`config.mk`:
```
export PLATFORM = sky130hd
export DESIGN_NAME = pulp_level_shifter_in_sync
export DESIGN_NICKNAME = d
export VERILOG_FILES = /design/src/rtl/pulp_level_shifter_in_sync.sv
export SDC_FILE = /design/constraint.sdc
export NUM_CORES = 1
export LEC_CHECK = 0
export BUFFER_PORTS_ARGS = -buffer_cell sky130_fd_sc_hd__buf_2
export CAP_MARGIN = 20
export CELL_PAD_IN_SITES_DETAIL_PLACEMENT = 1
export CELL_PAD_IN_SITES_GLOBAL_PLACEMENT = 2
export CORE_UTILIZATION = 28
export CTS_BUF_LIST = sky130_fd_sc_hd__clkbuf_4
export CTS_CLUSTER_DIAMETER = 80
export DETAILED_ROUTE_END_ITERATION = 10
export PLACE_DENSITY_LB_ADDON = 0.1
export SLEW_MARGIN = 10
export SYNTH_ARGS = -nofsm -noshare
export SYNTH_HDL_FRONTEND = slang
export SYNTH_SLANG_ARGS = --single-unit
export TNS_END_PERCENT = 5
```
`constraint.sdc`:
```
create_clock -name clk_i -period 1.4 [get_ports clk_i]
set_clock_uncertainty 0.2 [all_clocks]
set_input_delay 0 -clock clk_i [delete_from_list [all_inputs] [get_ports clk_i]]
set_output_delay 0 -clock clk_i [all_outputs]
set_load 0.01 [all_outputs]
```
`src/rtl/pulp_level_shifter_in_sync.sv`:
```
// pulp_level_shifter_in_sync
// Brings a level-shifted, asynchronous input into the clk_i domain:
// synchroniser chain, debounce filter, clean level plus rise/fall pulses.
// The output is frozen while the source domain is isolated.
// Optional feature macro: LS_IN_SYNC_STICKY_EN adds sticky rise/fall flags
// cleared by clr_i; without it the sticky outputs are tied low.
module pulp_level_shifter_in_sync #(
  parameter int   SYNC_STAGES     = 2,
  parameter int   DEBOUNCE_CYCLES = 4,
  parameter logic RESET_VALUE     = 1'b0
) (
  input  logic clk_i,
  input  logic rst_i,
  input  logic iso_en_i,
  input  logic in_i,
  input  logic clr_i,
  output logic out_o,
  output logic rise_o,
  output logic fall_o,
  output logic rise_sticky_o,
  output logic fall_sticky_o
);

  localparam int CNT_W = $clog2(DEBOUNCE_CYCLES + 1);
  localparam logic [CNT_W-1:0] CNT_ONE  = CNT_W'(1);
  localparam logic [CNT_W-1:0] CNT_DONE = CNT_W'(DEBOUNCE_CYCLES);

  typedef enum logic {
    IDLE  = 1'b0,
    COUNT = 1'b1
  } state_t;

  logic [SYNC_STAGES-1:0] sync_q;
  logic                   s;

  state_t                 state_q, state_d;
  logic [CNT_W-1:0]       cnt_q, cnt_d, cnt_inc;
  logic                   out_q, out_d;
  logic                   rise_q, rise_d;
  logic                   fall_q, fall_d;
  logic                   commit;

  // ---- stage 0: synchroniser chain, runs every cycle even when isolated
  always_ff @(posedge clk_i) begin
    if (rst_i) begin
      sync_q <= {SYNC_STAGES{RESET_VALUE}};
    end else begin
      sync_q <= {sync_q[SYNC_STAGES-2:0], in_i};
    end
  end

  assign s       = sync_q[SYNC_STAGES-1];
  assign cnt_inc = cnt_q + CNT_ONE;

  // ---- stage 1: debounce next-state, counter and edge pulses
  always_comb begin
    state_d = state_q;
    cnt_d   = cnt_q;
    out_d   = out_q;
    rise_d  = 1'b0;
    fall_d  = 1'b0;
    commit  = 1'b0;
    if (iso_en_i) begin
      // isolation freezes the level and discards any partial count
      state_d = IDLE;
      cnt_d   = '0;
    end else begin
      case (state_q)
        IDLE: begin
          if (s != out_q) begin
            if (CNT_ONE == CNT_DONE) begin
              commit = 1'b1;
            end else begin
              state_d = COUNT;
              cnt_d   = CNT_ONE;
            end
          end
        end
        COUNT: begin
          if (s == out_q) begin
            // glitch rejected: sample returned to the current level
            state_d = IDLE;
            cnt_d   = '0;
          end else if (cnt_inc == CNT_DONE) begin
            commit = 1'b1;
          end else begin
            cnt_d = cnt_inc;
          end
        end
        default: begin
          state_d = IDLE;
          cnt_d   = '0;
        end
      endcase
      if (commit) begin
        state_d = IDLE;
        cnt_d   = '0;
        out_d   = s;
        rise_d  = s;
        fall_d  = ~s;
      end
    end
  end

  // Debounce state, level and pulse registers
  always_ff @(posedge clk_i) begin
    if (rst_i) begin
      state_q <= IDLE;
      cnt_q   <= '0;
      out_q   <= RESET_VALUE;
      rise_q  <= 1'b0;
      fall_q  <= 1'b0;
    end else begin
      state_q <= state_d;
      cnt_q   <= cnt_d;
      out_q   <= out_d;
      rise_q  <= rise_d;
      fall_q  <= fall_d;
    end
  end

  assign out_o  = out_q;
  assign rise_o = rise_q;
  assign fall_o = fall_q;

`ifdef LS_IN_SYNC_STICKY_EN
  logic rise_sticky_q, fall_sticky_q;

  // ---- stage 2: sticky flags; a pulse on the outputs beats a coincident clear
  always_ff @(posedge clk_i) begin
    if (rst_i) begin
      rise_sticky_q <= 1'b0;
      fall_sticky_q <= 1'b0;
    end else begin
      rise_sticky_q <= rise_q | (rise_sticky_q & ~clr_i);
      fall_sticky_q <= fall_q | (fall_sticky_q & ~clr_i);
    end
  end

  assign rise_sticky_o = rise_sticky_q;
  assign fall_sticky_o = fall_sticky_q;
`else
  logic unused_clr;
  assign unused_clr    = clr_i;
  assign rise_sticky_o = 1'b0;
  assign fall_sticky_o = 1'b0;
`endif

endmodule

```
==> impl_metrics.csv, run 1 <==
group,metric,value,unit
placement,hpwl,523,um
clock_tree,htreeDepth,1,
cells_and_area,drive_above_1_share,38.0,%
worst_setup_path,crit_required,1360,ps
power,power.leakage,0.229,nW
worst_setup_path,r2r_start,"cnt_q[1]$_SDFFE_PP0P_",
cells_and_area,syn2layout_area_growth,42.0,%
route,vias,310,
power,peakVddDrop,0.516,mV
clock_tree,tritoncts,"done",
timing,tns,0,ps
die,core,1170,um2
die,die_h,38.6,um
worst_setup_path,end_kind,"flop",
cells_and_area,num_antenna_cells,0,
worst_setup_path,startpoint,"cnt_q[1]$_SDFFE_PP0P_",
global_routing,grt_pass1_wl,1.39,mm
global_routing,first_global_vias,320,
worst_setup_path,reg2reg_depth,4,
placement,gp_congestion,0.703,
worst_setup_path,r2r_end,"cnt_q[2]$_SDFFE_PP0P_",
power,pwr-share-seq,51.6,%
placement,portBuffers,6,
yosys,synth-main-ff-cell,"dfxtp_1",
power,power_density,962,nW/um2
global_routing,overflow,0,
power,clkPwrFrac,42.6,%
power,p_sw_share,20.7,%
yosys,synthArstFlopShare,0,%
clock_tree,cts_buffer_depth,2,
global_routing,grt_usage,15.2,%
route,first_pass_iters,1,
yosys,syn_avg_cell_area,10.7,um2
yosys,synth_top_cell_area_share,48.0,%
die,initial_core_util,32.1,%
cells_and_area,stdcell_count,64,
timing,rsz0062_at_grt,"no",
yosys,synthTopCellsByArea,"dfxtp_1 48%, ha_1 6.7%, nor3b_1 6.0%",
timing,final-hold-violation-count,0,
timing,max_clock_freq,736,MHz
global_routing,grt_util_met2,24.2,%
power,power_switching,0.106,mW
timing,finalCriticalPeriod,1360,ps
worst_setup_path,reg2reg_slack,40,ps
yosys,synth-seq-cells,9,
status,run_status,"finished clean",
clock_tree,cts_root_buf,"clkbuf_4",
die,io_pins,10,
route,finalWirelength,814,um
global_routing,grt_antenna_before_repair,0,
worst_setup_path,cp.arrival,1320,ps
timing,setup-violations-final,0,
global_routing,grt_max_degree,9,
timing,maxSlewViolCount,0,
route,antenna_left,0,
die,placement_rows,12,
yosys,yosysMostFrequentCell,"dfxtp_1",
global_routing,use_met1,14.7,%
yosys,synth_area,375,um2
worst_setup_path,critical_path.endpoint,"cnt_q[2]$_SDFFE_PP0P_",
timing,fin_crit_sh,97.1,%
yosys,yosysUniqueCellTypes,20,
route,drc,0,
global_routing,grt.met3_usage,10.4,%
worst_hold_path,hp-class,"reg2reg",
route,via_per_inst,4.84,
power,combPwrFrac,5.8,%
yosys,yosys.area.top_type,"dfxtp_1",
power,p_int,0.406,mW
clock_tree,insertion_delay,260,ps
placement,dp.cells,56,
clock_tree,cts_sinks,9,
clock_tree,cts_buffers,3,
cells_and_area,nNetsFinal,58,
route,wl_per_cell,12.7,um
worst_setup_path,worst-setup-path-type,"reg2reg",
cells_and_area,fin_util,45.5,%
yosys,yosys_warnings,0,
die,die_w,38.6,um
worst_setup_path,path_max_fanout,2,
flow_run,cap_viol_max_count,0,
yosys,netlist_top_cells_count,"9 x dfxtp_1, 3 x nor3b_1",
global_routing,busiest_layer,"met2",
clock_tree,clk_pin_slew,60,ps
yosys,seq_area_frac_synth,48.0,%
route,drt_iter0_drc,0,
yosys,syn_inst,35,
worst_setup_path,crit_path_start_kind,"flop",
die,die_area,1490,um2
yosys,synth_edf_count,0,
[kinds of logic after synthesis]
logic type,synth area share [%]
compound gates,10.7
other cells,0.999
fa+ha+maj,6.67
buf+inv,5.00
xor+xnor,4.33
simple gates,24.3
flops,48.0
[area by class of cell]
cell class                      count  area (um2)
Fill cell                         138         638
Clock buffer                        4        30.0
Timing Repair Buffer               12        82.6
Inverter                            1        3.75
Sequential cell                     9         183
Tap cell                           14        17.5
Multi-Input combinational cell     24         216
[power by group through the flow]
stage / Clock (mW) / Sequential [mW] / Combinational (mW)
2_1_floorplan: 0 / 0.268 / 0.0137
3_3_place_gp: 0 / 0.269 / 0.0195
3_5_place_dp: 0 / 0.269 / 0.0204
4_1_cts: 0.229 / 0.263 / 0.0277
5_1_grt: 0.241 / 0.265 / 0.0329
6_report: 0.218 / 0.264 / 0.0297
[repair_timing]
action	CTS	global route
pin swaps	1	3
resized for setup	3	3
setup endpoints to repair	2	2
buffers inserted	1	0
hold endpoints to repair	8	0
hold buffers	3	0
[registers in the layout, indices dropped and copies added, names as in the netlist]
| signal | flops |
|---|---|
| fall_o | 1 |
| state_q | 1 |
| out_o | 1 |
| rise_o | 1 |
| cnt_q | 3 |
| sync_q | 2 |
[how the worst min path moves through the flow]
| stage | startpoint | to | slack (ps) | cells past startpoint |
|---|---|---|---|---|
| final | sync_q[0]$_SDFF_PP0_ | sync_q[1]$_SDFF_PP0_ | 250 | 1 |
| after global routing | sync_q[0]$_SDFF_PP0_ | sync_q[1]$_SDFF_PP0_ | 270 | 1 |
| after CTS | sync_q[0]$_SDFF_PP0_ | sync_q[1]$_SDFF_PP0_ | 250 | 1 |
| after detailed placement | rst_i | out_o$_SDFFE_PP0P_ | 20 | 2 |
| after global placement | rst_i | sync_q[1]$_SDFF_PP0_ | 6 | 2 |
| after floorplan | rst_i | out_o$_SDFFE_PP0P_ | -130 | 1 |
[worst max-delay path: stages, from the launching register on]
cell,delay [ps]
dfxtp_2,340
ha_4,160
ha_4,250
and4bb_1,170
o21a_1,160
[layout by cell type, fill, tap and decap left out]
cell / count
a21oi_1: 1
and3_2: 1
dlygate4sd3_1: 3
nand4b_1: 1
nand3_1: 1
and4b_1: 1
o21ai_0: 2
buf_4: 3
dfxtp_1: 7
buf_2: 6
conb_1: 2
nor2_1: 1
o211a_1: 1
clkbuf_4: 4
nor3_1: 1
nor3b_1: 3
xor2_4: 1
inv_1: 1
dfxtp_2: 2
nor2b_1: 2
ha_4: 2
nand2_1: 1
and4bb_1: 1
o21a_1: 2
[metrics by stage]
stage	hold slack [ps]	cell area, um2	worst slack [ps]	total power, mW
after floorplan	-131	382	8.84	0.282
after global placement	6.41	429	-6.23	0.288
after detailed placement	15.1	429	-48.0	0.289
after CTS	254	510	2.87	0.520
after global routing	269	533	3.72	0.538
final	247	533	40.8	0.513
[layer usage]
metal | vias to the layer above | wire length [um]
met5 | - | 0
met4 | 0 | 10
met3 | 3 | 58
met2 | 11 | 429
met1 | 147 | 316
li1 | 149 | -
Note: power is estimated with default switching activity, not from simulation.
==> inputs of run 2 (changes only) <==
- clock period: 1.4 -> 1.1 ns (I/O delays scaled with it)
==> impl_metrics.csv, run 2 (synthesized netlist as in run 1, its figures left out) <==
group,metric,value,unit
power,power_density,1190,nW/um2
clock_tree,cts_sinks,9,
die,initial_core_util,32.1,%
placement,dp.cells,59,
cells_and_area,stdcell_count,66,
flow_run,cap_viol_max_count,0,
global_routing,first_global_vias,333,
timing,rsz0062_at_grt,"yes",
route,via_per_inst,5.00,
status,run_status,"complete, but fails checks",
die,core,1170,um2
clock_tree,cts_buffers,3,
status,violations,"setup timing",
cells_and_area,drive_above_1_share,50.0,%
global_routing,grt_antenna_before_repair,0,
route,drt_iter0_drc,3,
worst_setup_path,cpMostUsedCell,"ha_4",
route,drc,0,
clock_tree,htreeDepth,1,
global_routing,overflow,0,
timing,fin_crit_sh,125,%
route,vias,330,
cells_and_area,nNetsFinal,60,
power,peakVddDrop,0.660,mV
timing,finalCriticalPeriod,1370,ps
clock_tree,clk_pin_slew,70,ps
worst_setup_path,cp_cell_sequence,"ha_4 -> ha_4 -> and4bb_1 -> o21a_1",
timing,maxSlewViolCount,0,
cells_and_area,largest_reg_flops,3,
die,die_h,38.6,um
placement,gp_congestion,0.717,
cells_and_area,fillCellCount,139,
clock_tree,tritoncts,"done",
timing,final-hold-violation-count,0,
timing,max_clock_freq,729,MHz
die,die_w,38.6,um
clock_tree,insertion_delay,270,ps
die,die_area,1490,um2
power,power.leakage,0.240,nW
cells_and_area,syn2layout_area_growth,51.0,%
clock_tree,cts_buffer_depth,2,
route,first_pass_iters,2,
worst_setup_path,worst-setup-path-type,"reg2reg",
placement,portBuffers,6,
cells_and_area,top_regs,"cnt_q (3), sync_q (2)",
worst_setup_path,critical-path-slowest-cell,"dfxtp_2",
global_routing,grt_pass1_wl,1.48,mm
route,antenna_left,0,
cells_and_area,fin_util,48.4,%
global_routing,grt_max_degree,9,
placement,hpwl,583,um
worst_setup_path,end_kind,"flop",
power,total_power,0.676,mW
cells_and_area,final_area,567,um2
cells_and_area,regMostFlops,"cnt_q",
die,io_pins,10,
worst_setup_path,path_max_fanout,2,
route,finalWirelength,914,um
worst_setup_path,crit_path_start_kind,"flop",
global_routing,grt_usage,16.1,%
worst_setup_path,crit_required,1070,ps
cells_and_area,mostFrequentLayoutCells,"5 x dfxtp_1, 5 x buf_2, 4 x clkbuf_4, 4 x dfxtp_2, 4 x buf_4",
timing,setup-violations-final,7,
timing,layout_setup_ws,-272,ps
worst_hold_path,hp-class,"reg2reg",
die,placement_rows,12,
route,wl_per_cell,13.8,um
timing,hold_ws,244,ps
worst_setup_path,cp_slowest_stage_delay,330,ps
cells_and_area,num_antenna_cells,0,
worst_setup_path,cp.arrival,1340,ps
clock_tree,cts_root_buf,"clkbuf_4",
placement,dpl_cell_area,477,um2
## run 2: cell count changes in the layout (fill, tap and decap cells not counted)
cell and delta:
dfxtp_1 -2, o21ai_2 +1, buf_2 -1, and3_4 +1, o21ai_0 -2, nor3b_1 -2, buf_4 +1, o21ai_1 +1
and3_2 -1, buf_6 +2, nor3b_2 +2, xor2_4 -1, xor2_2 +1, dfxtp_2 +2
## run 2: layout make-up
class	instances	area, um2	area share, %
clock buffers	4	30.0	5.30
inverters	1	3.75	0.662
multi-input cells	24	223	39.3
flip-flops and latches	9	185	32.7
well taps	14	17.5	3.09
repair buffers	14	108	19.0
## run 2: final timing paths
check | startpoint | slack (ps) | end | cells past startpoint
worst max register to register | cnt_q[0]$_SDFFE_PP0P_ | -270 | cnt_q[2]$_SDFFE_PP0P_ | 4
worst min register to register | sync_q[0]$_SDFF_PP0_ | 240 | sync_q[1]$_SDFF_PP0_ | 1
worst min-delay path | sync_q[0]$_SDFF_PP0_ | 240 | sync_q[1]$_SDFF_PP0_ | 1
worst max-delay path | cnt_q[0]$_SDFFE_PP0P_ | -270 | cnt_q[2]$_SDFFE_PP0P_ | 4
## run 2: power by group
part	switching [mW]	internal, mW
clock	0.134	0.165
combinational	0.0184	0.0237
sequential	0.00391	0.331
## run 2: through the flow
step,setup slack (ps),TNS (ps)
global route,-309,-1540
detailed placement,-262,-1190
CTS,-271,-1210
global placement,-239,-953
floorplan,-234,-659
finish,-272,-1210
## run 2: repair_timing
| item | CTS | global route |
|---|---|---|
| setup endpoints to repair | 8 | 8 |
| pin swaps | 2 | 1 |
| endpoints found under the hold margin | 8 | 0 |
| resized for setup | 5 | 5 |
| hold buffers | 3 | 0 |
| setup buffers | 0 | 0 |
## run 2: worst max-delay path: cells and delay by family, from the launching register on
family | cells | cell delay [ps]
compound gates | 1 | 160
fa+ha+maj | 2 | 400
flops | 1 | 330
simple gates | 1 | 170
## run 2: layer usage
metal	vias up	global-route usage (%)	share of wire, %
li1	157	-	-
met2	10	27.5	54
met5	-	0	0
met4	0	10.3	2.1
met1	161	15.5	39
met3	2	6.94	4.9
==> inputs of run 3 (changes only) <==
- CORE_UTILIZATION: 28 -> 25
==> impl_metrics.csv, run 3 (synthesized netlist as in run 1, its figures left out) <==
group,metric,value,unit
cells_and_area,num_antenna_cells,0,
cells_and_area,fin_util,40.5,%
route,finalWirelength,739,um
timing,max_clock_freq,730,MHz
placement,gp_congestion,0.648,
global_routing,grt_usage,11.1,%
worst_setup_path,crit_cells,4,
status,run_status,"complete, but fails checks",
status,violations,"setup timing",
worst_hold_path,hp-class,"reg2reg",
global_routing,grt_pass1_wl,1.12,mm
cells_and_area,regArea,184,um2
global_routing,grt_antenna_before_repair,0,
power,total_power,0.654,mW
cells_and_area,syn2layout_area_growth,45.7,%
route,drt_iter0_drc,0,
global_routing,first_global_vias,276,
cells_and_area,fillCellCount,155,
timing,setup-violations-final,7,
power,power.leakage,0.234,nW
cells_and_area,regMostFlops,"cnt_q",
power,power_density,1200,nW/um2
clock_tree,cts_buffer_depth,2,
route,via_per_inst,4.67,
clock_tree,insertion_delay,260,ps
timing,rsz0062_at_grt,"yes",
route,drc,0,
worst_setup_path,path_max_fanout,2,
placement,dpl_cell_area,470,um2
placement,portBuffers,6,
worst_hold_path,hold_end,"sync_q[1]$_SDFF_PP0_",
route,wl_per_cell,11.2,um
die,die_area,1660,um2
timing,finalCriticalPeriod,1370,ps
die,io_pins,10,
worst_setup_path,r2r_start,"cnt_q[1]$_SDFFE_PP0P_",
worst_setup_path,cp_slowest_stage_delay,330,ps
clock_tree,tritoncts,"done",
placement,dp.cells,59,
die,core,1350,um2
cells_and_area,final_area,547,um2
timing,layout_setup_ws,-271,ps
cells_and_area,mostFrequentLayoutCells,"6 x dfxtp_1, 6 x buf_2, 4 x clkbuf_4",
cells_and_area,nNetsFinal,59,
timing,fin_crit_sh,125,%
worst_setup_path,cp_cell_sequence,"ha_4 -> ha_4 -> and4bb_1 -> o21a_1",
power,peakVddDrop,0.535,mV
die,initial_core_util,27.8,%
clock_tree,clk_pin_slew,60,ps
clock_tree,cts_root_buf,"clkbuf_4",
worst_setup_path,r2r_end,"cnt_q[2]$_SDFFE_PP0P_",
timing,final-hold-violation-count,0,
worst_setup_path,end_kind,"flop",
cells_and_area,drive_above_1_share,45.1,%
worst_setup_path,crit_buf_inv,0,
die,die_h,40.8,um
global_routing,overflow,0,
worst_setup_path,reg2reg_depth,4,
worst_setup_path,reg2reg_slack,-270,ps
worst_setup_path,cp.arrival,1330,ps
placement,hpwl,560,um
worst_hold_path,hold_depth,1,
timing,maxSlewViolCount,0,
timing,tns,-1030,ps
cells_and_area,largest_reg_flops,3,
die,placement_rows,13,
worst_hold_path,min_from,"sync_q[0]$_SDFF_PP0_",
cells_and_area,stdcell_count,66,
global_routing,grt_max_degree,9,
clock_tree,htreeDepth,1,
flow_run,cap_viol_max_count,0,
worst_setup_path,critical-path-slowest-cell,"dfxtp_2",
worst_setup_path,cpMostUsedCell,"ha_4",
worst_setup_path,worst-setup-path-type,"reg2reg",
clock_tree,cts_sinks,9,
route,vias,308,
route,antenna_left,0,
worst_setup_path,crit_required,1060,ps
die,die_w,40.8,um
cells_and_area,top_regs,"cnt_q (3), sync_q (2)",
worst_setup_path,crit_path_start_kind,"flop",
cells_and_area,multiInputGateArea,216,um2
worst_setup_path,cp_top_family,"adder cells",
clock_tree,cts_buffers,3,
route,first_pass_iters,1,
## run 3: cell count changes in the layout (fill, tap and decap cells not counted), sizes merged
| cell | previous run | this run |
|---|---|---|
| buf | 11 | 10 |
## run 3: through the flow
step | setup slack [ps] | hold slack, ps
2_1_floorplan | -234 | -131
3_3_place_gp | -247 | 4.23
3_5_place_dp | -271 | 14.8
4_1_cts | -280 | 255
5_1_grt | -311 | 285
6_report | -271 | 259
## run 3: worst max path at each step
stage	slack (ps)	from	to
finish	-270	cnt_q[1]$_SDFFE_PP0P_	cnt_q[2]$_SDFFE_PP0P_
global route	-310	cnt_q[0]$_SDFFE_PP0P_	cnt_q[2]$_SDFFE_PP0P_
CTS	-280	cnt_q[0]$_SDFFE_PP0P_	cnt_q[2]$_SDFFE_PP0P_
detailed placement	-270	cnt_q[1]$_SDFFE_PP0P_	cnt_q[2]$_SDFFE_PP0P_
global placement	-250	cnt_q[1]$_SDFFE_PP0P_	cnt_q[2]$_SDFFE_PP0P_
floorplan	-230	cnt_q[0]$_SDFFE_PP0P_	cnt_q[2]$_SDFFE_PP0P_
## run 3: worst register-to-register path, cell delays in order, from the launching register on
cell	delay, ps
dfxtp_2	330
ha_4	160
ha_4	240
and4bb_1	170
o21a_1	160
## run 3: layout make-up
type | count | share of cell area (%)
clock buffer | 4 | 5.49
inverter | 1 | 0.686
multi-input combinational | 24 | 39.6
sequential | 9 | 33.6
tap | 15 | 3.43
timing repair buffer | 13 | 17.2
## run 3: timing repair
action | 4_1_cts | 5_1_grt
setup buffers | 0 | 0
hold buffers | 3 | 0
endpoints found under the hold margin | 8 | 0
pin swaps | 2 | 2
endpoints found under the setup margin | 8 | 8
gates resized for setup | 3 | 4
## run 3: report_power, final
part | internal, mW | total (mW) | switching [mW]
clock network | 0.165 | 0.281 | 0.117
registers | 0.331 | 0.335 | 0.00396
logic | 0.0216 | 0.0379 | 0.0163
## run 3: metal layers
metal / share of wire (%) / routed length, um / global-route usage [%]
met5: 0 / 0 / 0
met4: 2.6 / 19 / 7.50
met3: 3.4 / 25 / 4.89
met2: 48 / 357 / 16.7
met1: 45 / 335 / 12.5
